### src/rtl/serial_ripple_subtractor.sv
// Bit-serial subtractor: diff = a - b - bin, one bit per clock, LSB first.
// Ports: clk, rst (sync, active-high), start/busy/done handshake,
//        a, b, bin operands in; diff, bout (unsigned borrow), ovf (signed) out.
module serial_ripple_subtractor #(
    parameter int WIDTH = 4
) (
    input  logic             clk,
    input  logic             rst,
    input  logic             start,
    input  logic [WIDTH-1:0] a,
    input  logic [WIDTH-1:0] b,
    input  logic             bin,
    output logic             busy,
    output logic             done,
    output logic [WIDTH-1:0] diff,
    output logic             bout,
    output logic             ovf
);

    typedef enum logic [1:0] {
        IDLE,
        SHIFT,
        DONE
    } state_t;

    localparam int CW = $clog2(WIDTH);
    localparam logic [CW-1:0] LAST = CW'(WIDTH - 1);

    state_t           state;
    logic [WIDTH-1:0] a_sr;
    logic [WIDTH-1:0] b_sr;
    // Holds the WIDTH-1 low result bits; the last bit joins them
    // directly on the way into diff.
    logic [WIDTH-2:0] res;
    logic             brw;
    logic [CW-1:0]    cnt;
    logic             a_msb;
    logic             b_msb;

    logic             d;
    logic             brw_next;
    logic [WIDTH-1:0] sh;

    assign d        = a_sr[0] ^ b_sr[0] ^ brw;
    assign brw_next = (~a_sr[0] & b_sr[0])
                    | (~(a_sr[0] ^ b_sr[0]) & brw);
    assign sh       = {d, res};

    always_ff @(posedge clk) begin
        if (rst) begin
            state <= IDLE;
            busy  <= 1'b0;
            done  <= 1'b0;
            diff  <= '0;
            bout  <= 1'b0;
            ovf   <= 1'b0;
            a_sr  <= '0;
            b_sr  <= '0;
            res   <= '0;
            brw   <= 1'b0;
            cnt   <= '0;
            a_msb <= 1'b0;
            b_msb <= 1'b0;
        end else begin
            done <= 1'b0;
            unique case (state)
                IDLE, DONE: begin
                    // DONE accepts start too, so back-to-back
                    // operations skip the IDLE cycle.
                    if (start) begin
                        state <= SHIFT;
                        busy  <= 1'b1;
                        a_sr  <= a;
                        b_sr  <= b;
                        brw   <= bin;
                        cnt   <= '0;
                        a_msb <= a[WIDTH-1];
                        b_msb <= b[WIDTH-1];
                    end else begin
                        state <= IDLE;
                    end
                end
                SHIFT: begin
                    a_sr <= {1'b0, a_sr[WIDTH-1:1]};
                    b_sr <= {1'b0, b_sr[WIDTH-1:1]};
                    res  <= sh[WIDTH-1:1];
                    brw  <= brw_next;
                    if (cnt == LAST) begin
                        state <= DONE;
                        busy  <= 1'b0;
                        done  <= 1'b1;
                        cnt   <= '0;
                        diff  <= sh;
                        bout  <= brw_next;
                        // d is the result MSB on this last bit.
                        ovf   <= (a_msb ^ b_msb) & (d ^ a_msb);
                    end else begin
                        cnt <= cnt + 1'b1;
                    end
                end
                default: begin
                    state <= IDLE;
                    busy  <= 1'b0;
                end
            endcase
        end
    end

endmodule

### config.mk
export PLATFORM = sky130hd
export DESIGN_NAME = serial_ripple_subtractor
export DESIGN_NICKNAME = d
export VERILOG_FILES = /design/src/rtl/serial_ripple_subtractor.sv
export SDC_FILE = /design/constraint.sdc
export NUM_CORES = 1
export LEC_CHECK = 0
export BUFFER_PORTS_ARGS = -buffer_cell sky130_fd_sc_hd__buf_2
export CAP_MARGIN = 40
export CELL_PAD_IN_SITES_DETAIL_PLACEMENT = 0
export CELL_PAD_IN_SITES_GLOBAL_PLACEMENT = 1
export CORE_MARGIN = 2
export CORE_UTILIZATION = 25
export CTS_CLUSTER_SIZE = 20
export DETAILED_ROUTE_END_ITERATION = 8
export PLACE_DENSITY = 0.59
export SYNTH_ARGS = -nofsm -noshare
export SYNTH_HDL_FRONTEND = slang
export SYNTH_SLANG_ARGS = --single-unit
### constraint.sdc
create_clock -name clk -period 2.45 [get_ports clk]
set_input_delay 0.1225 -clock clk [delete_from_list [all_inputs] [get_ports clk]]
set_output_delay 0.1225 -clock clk [all_outputs]
set_load 0.05 [all_outputs]
==> results of run 1 <==
[per-stage QoR]
step	instance area (sq um)	hold WS [ns]
3_5_place_dp	1150	0.398
6_report	1220	0.105
2_1_floorplan	1040	0.281
3_3_place_gp	1150	0.394
5_1_grt	1220	0.0922
4_1_cts	1220	0.0935
[metal layers]
metal | global-route usage | share of wire
met5 | 0 | 0
met4 | 0.0225 | 0.0037
met3 | 0.0422 | 0.059
met2 | 0.190 | 0.46
met1 | 0.129 | 0.48
[power by group through the flow]
| stage | Clock [uW] | Combinational, uW | Sequential [uW] |
|---|---|---|---|
| final | 352 | 102 | 458 |
| after global routing | 388 | 117 | 461 |
| after CTS | 369 | 103 | 458 |
| after detailed placement | 0 | 103 | 468 |
| after global placement | 0 | 101 | 468 |
| after floorplan | 0 | 77.3 | 470 |
[synth_stat cells]
| library cell | n |
|---|---|
| a2bb2oi_1 | 1 |
| mux2i_1 | 1 |
| nand2b_1 | 1 |
| nor2b_1 | 2 |
| nand2b_2 | 1 |
| nor3_1 | 2 |
| buf_2 | 3 |
| fa_1 | 1 |
| nand3b_1 | 1 |
| nand2_1 | 26 |
| nand3_1 | 7 |
| dfxtp_1 | 26 |
| and3b_1 | 1 |
| nor2_1 | 12 |
| nor3b_1 | 1 |
| clkbuf_1 | 3 |
| inv_1 | 2 |
| a31oi_1 | 1 |
| ha_1 | 1 |
| nor4b_1 | 1 |
| a21oi_1 | 15 |
| o21ai_0 | 1 |
| a311oi_2 | 2 |
| a311oi_1 | 5 |
| buf_4 | 3 |
| o21a_1 | 1 |
[final cells by class]
type	instances	area, sq um
fillers	432	2780
flip-flops and latches	26	520
multi-input cells	84	467
repair buffers	19	95.1
well taps	50	62.6
clock buffers	3	41.3
clock inverters	1	30.0
inverters	2	7.51
[final timing paths]
| kind | to | slack [ns] | depth (start not counted) |
|---|---|---|---|
| hold reg to reg | diff[2] | 0.46 | 2 |
| hold / removal | a_msb | 0.10 | 3 |
| setup reg to reg | ovf | 0.90 | 4 |
| setup / recovery | ovf | 0.90 | 4 |
[state kept, by name (all words and copies together) (netlist names)]
name,flops
state,2
a_sr,4
brw,1
a_msb,1
cnt,2
diff,4
b_sr,4
ovf,1
b_msb,1
bout,1
done,1
busy,1
res,3
[worst min-delay path, stage by stage]
cell     delay, ns
buf_2         0.10
nand2_1       0.06
a21oi_1       0.06
[cell families after synthesis]
group	count (synthesis)	share of synthesized area
fa+ha+maj	2	0.0312
compound gates	26	0.169
buf+inv	11	0.0540
flops	26	0.499
mux	1	0.00959
simple gates	55	0.237
==> results.sh, run 1 <==
export IMPL_antenna_found_initial=0
export IMPL_synthCells=121
export IMPL_cts_num_sinks=26
export IMPL_grt_max_degree=27
export IMPL_setup_viol=0
export IMPL_rsz0062_at_grt="false"
export IMPL_dp_hpwl_mm=1.46
export IMPL_routed_wl_mm=2.16
export IMPL_core_area_sq_um=4000
export IMPL_status="finished, final reports clean"
export IMPL_swShare=0.231
export IMPL_root_buffer="clkbuf_8"
export IMPL_setup_tns_final_ns=0
export IMPL_insertion_delay_ns=0.27
export IMPL_max_freq_mhz=644
export IMPL_synthDistinctLibCells=26
export IMPL_arrival_ns=1.70
export IMPL_num_antenna_cells=0
export IMPL_cts_buffers=3
export IMPL_grt_overflow=0
export IMPL_finalHoldViolations=0
export IMPL_slew_headroom=0.450
export IMPL_worst_slack_ns=0.897
export IMPL_max_cap_viol_count=0
export IMPL_antenna_left=0
export IMPL_crit_family="simple AND/OR/NAND/NOR gates"
export IMPL_cts_tree="built"
export IMPL_p_int_uw=702
export IMPL_post_drt_wl_per_cell_um=11.7
export IMPL_syn_to_final_growth_pct=17.3
export IMPL_total_power_uw=912
export IMPL_pin_count=20
export IMPL_synth_top_area_frac=0.499
export IMPL_rows=23
export IMPL_ys_warnings_count=0
export IMPL_seqPwrFrac=0.502
export IMPL_post_place_ws_ns=0.871
export IMPL_final_core_util=0.306
export IMPL_dieHeight_um=68.6
export IMPL_worstPathRequired_ns=2.60
export IMPL_grt_pass1_vias=833
export IMPL_die_w_um=68.6
export IMPL_critPathLaunchType="register"
export IMPL_power_frac_comb=0.112
export IMPL_avgViaCountPerCell=4.64
export IMPL_dp_cells=181
export IMPL_cts_path_max_buffers=2
export IMPL_drive_gt1_frac=0.193
export IMPL_synth_top_area_cell="dfxtp_1"
export IMPL_avgSynthCellArea_sq_um=8.62
export IMPL_fin_nets=150
export IMPL_hp_class="in -> reg"
export IMPL_cp_common_cell="nor3_1"
export IMPL_power_leakage_uw=0.000484
export IMPL_crit_fanout=10
export IMPL_p_sw_uw=211
export IMPL_finalCritPeriodShare=0.634
export IMPL_tightestPinTransition_ns=0.825
export IMPL_grt_total_usage=0.110
export IMPL_dieArea_sq_um=4710
export IMPL_p_per_area_nw_per_um2=745
export IMPL_cts_resized=0
export IMPL_drt_iter0_drc=55
export IMPL_yosysSeqAreaShare=0.499
export IMPL_path_clk_slew_ns=0.09
export IMPL_r2r_start="cnt[0]"
export IMPL_crit_start="cnt[0]"
export IMPL_maxSlewViolCount=0
export IMPL_crit_slowest_cell="ha_1"
export IMPL_pwr_share_clk=0.386
export IMPL_synth_seq_cells=26
export IMPL_cp_end_kind="register"
export IMPL_crit_buf_inv=0
export IMPL_synthesis_nets=135
export IMPL_cts_setup_buffers=0
export IMPL_clock_skew_final_ns=0.00939
export IMPL_ctsHoldBuffers=0
export IMPL_fin_cells=185
export IMPL_hp_start="a[3]"
export IMPL_crit_path_max_incr_delay_ns=0.38
export IMPL_num_vias=859
export IMPL_drc_errors=0
export IMPL_port_buffers=19
export IMPL_yosys_top_cells_area="dfxtp_1, nand2_1, a21oi_1"
export IMPL_final_cell_mix="nand2_1, dfxtp_1, buf_2"
export IMPL_place_gp_congestion=0.686
export IMPL_grt_pass1_wl_mm=3.85
export IMPL_synthesis_area_sq_um=1040
export IMPL_peakVddDrop_uv=413
export IMPL_post_route_min_period_ns=1.55
export IMPL_critical_path_class="reg -> reg"
export IMPL_initial_core_util=0.261
export IMPL_firstDrtPassIters=4
export IMPL_crit_chain="ha_1 > nand3b_1 > nor3_1 > nor3_1"
export IMPL_htreeDepth=1
No activity file was read; power rests on OpenSTA's default activity.
==> inputs of run 2 (changes only) <==
- clock period: 2.45 -> 1.6 ns (I/O delays scaled with it)
==> run 2 against run 1 <==
Against the previous run:
- global-route usage shrank 0.92 points
- clock skew shrank 0.0088 ns
- sequential share of layout area shrank 0.73 points
- clock-buffer cell count grew 1
- die area is the same
- non-clock buffer count grew 5
==> results.sh, run 2 (synthesis results as in run 1) <==
export IMPL_status="finished, final reports clean"
export IMPL_final_cell_mix="nand2_1, dfxtp_1, buf_2"
export IMPL_grt_max_degree=27
export IMPL_initial_core_util=0.261
export IMPL_hp_class="in -> reg"
export IMPL_antenna_left=0
export IMPL_htreeDepth=1
export IMPL_holdWs_ns=0.0679
export IMPL_insertion_delay_ns=0.27
export IMPL_peakVddDrop_uv=565
export IMPL_grt_pass1_vias=804
export IMPL_total_power_uw=1290
export IMPL_core_area_sq_um=4000
export IMPL_path_clk_slew_ns=0.09
export IMPL_syn_to_final_growth_pct=19.3
export IMPL_clock_skew_final_ns=0.000590
export IMPL_post_place_ws_ns=0.152
export IMPL_cp_common_cell="nor3_1"
export IMPL_grt_overflow=0
export IMPL_post_route_min_period_ns=1.44
export IMPL_rows=23
export IMPL_p_per_area_nw_per_um2=1030
export IMPL_setup_viol=0
export IMPL_fin_nets=155
export IMPL_slew_headroom=0.663
export IMPL_dieArea_sq_um=4710
export IMPL_num_vias=866
export IMPL_post_drt_wl_per_cell_um=11.5
export IMPL_worst_slack_ns=0.159
export IMPL_crit_path_max_incr_delay_ns=0.51
export IMPL_worst_r2r_path_depth=5
export IMPL_crit_slowest_cell="fa_1"
export IMPL_finalHoldViolations=0
export IMPL_rsz0062_at_grt="false"
export IMPL_drive_gt1_frac=0.221
export IMPL_cts_tree="built"
export IMPL_hold_depth=3
export IMPL_routed_wl_mm=2.18
export IMPL_setup_tns_final_ns=0
export IMPL_hp_start="b[1]"
export IMPL_avgViaCountPerCell=4.56
export IMPL_r2r_end="ovf"
export IMPL_place_gp_congestion=0.669
export IMPL_power_leakage_uw=0.000502
export IMPL_reg_top3="a_sr x4, b_sr x4, diff x4"
export IMPL_cts_path_max_buffers=2
export IMPL_cts_setup_buffers=0
export IMPL_crit_fanout=4
export IMPL_critical_path_class="reg -> reg"
export IMPL_cp_end_kind="register"
export IMPL_critPathLaunchType="register"
export IMPL_cts_num_sinks=26
export IMPL_tightestPinTransition_ns=0.506
export IMPL_dieHeight_um=68.6
export IMPL_cts_resized=0
export IMPL_die_w_um=68.6
export IMPL_maxSlewViolCount=0
export IMPL_r2r_start="b_sr[0]"
export IMPL_fill_cells=452
export IMPL_fin_cells=190
export IMPL_ctsHoldBuffers=0
export IMPL_rrSetupSlack_ns=0.16
export IMPL_whs_endpoint="b_sr[1]"
export IMPL_max_cap_viol_count=0
export IMPL_worstPathRequired_ns=1.74
export IMPL_grt_pass1_wl_mm=3.57
export IMPL_arrival_ns=1.58
export IMPL_root_buffer="clkbuf_8"
export IMPL_dp_cells=186
export IMPL_finalCritPeriodShare=0.900
export IMPL_firstDrtPassIters=4
export IMPL_port_buffers=19
export IMPL_grt_total_usage=0.101
export IMPL_crit_start="b_sr[0]"
export IMPL_pin_count=20
export IMPL_num_antenna_cells=0
export IMPL_cts_buffers=3
export IMPL_drt_iter0_drc=50
export IMPL_crit_chain="inv_1 > fa_1 > and3b_1 > nor3_1 > nor3_1"
export IMPL_antenna_found_initial=0
export IMPL_drc_errors=0
export IMPL_max_freq_mhz=694
-- run 2: changes by cell type in the layout (fill, tap and decap cells not counted), sizes merged --
cell,change
clkbuf,+1
bufinv,-1
buf,+5
-- run 2: cell type report --
type / instances / area [sq um] / area share
clock buffer: 4 / 55.1 / 0.0442
inverter: 2 / 7.51 / 0.00603
multi-input combinational: 84 / 467 / 0.375
sequential: 26 / 520 / 0.418
tap: 50 / 62.6 / 0.0503
timing repair buffer: 24 / 133 / 0.107
-- run 2: routing by layer --
| layer | GRT usage | share of wire | vias up |
|---|---|---|---|
| met3 | 0.0438 | 0.063 | 2 |
| met2 | 0.166 | 0.45 | 19 |
| li1 | - | - | 449 |
| met1 | 0.121 | 0.48 | 396 |
| met5 | 0 | 0 | - |
| met4 | 0.0225 | 0.0060 | 0 |
-- run 2: metrics by stage --
step | utilization | cell area [sq um]
finish | 0.311 | 1240
global placement | 0.297 | 1190
floorplan | - | 1040
CTS | 0.311 | 1240
detailed placement | 0.297 | 1190
global route | 0.311 | 1240
-- run 2: worst max-delay path by stage --
stage	endpoint	slack (ns)
CTS	ovf	0.14
finish	ovf	0.16
global route	ovf	0.04
floorplan	ovf	0.24
global placement	ovf	0.20
detailed placement	ovf	0.15
-- run 2: critical path, delay by kind of cell (launching register included) --
| family | cells | cell delay, ns |
|---|---|---|
| fa+ha+maj | 1 | 0.51 |
| buf+inv | 1 | 0.06 |
| flops | 1 | 0.33 |
| simple gates | 3 | 0.42 |
-- run 2: where the power goes --
group / switching, uW / internal (uW) / total (uW)
combinational: 97.7 / 68.4 / 166
clock: 201 / 220 / 421
sequential: 20.4 / 680 / 701
total: 319 / 969 / 1290
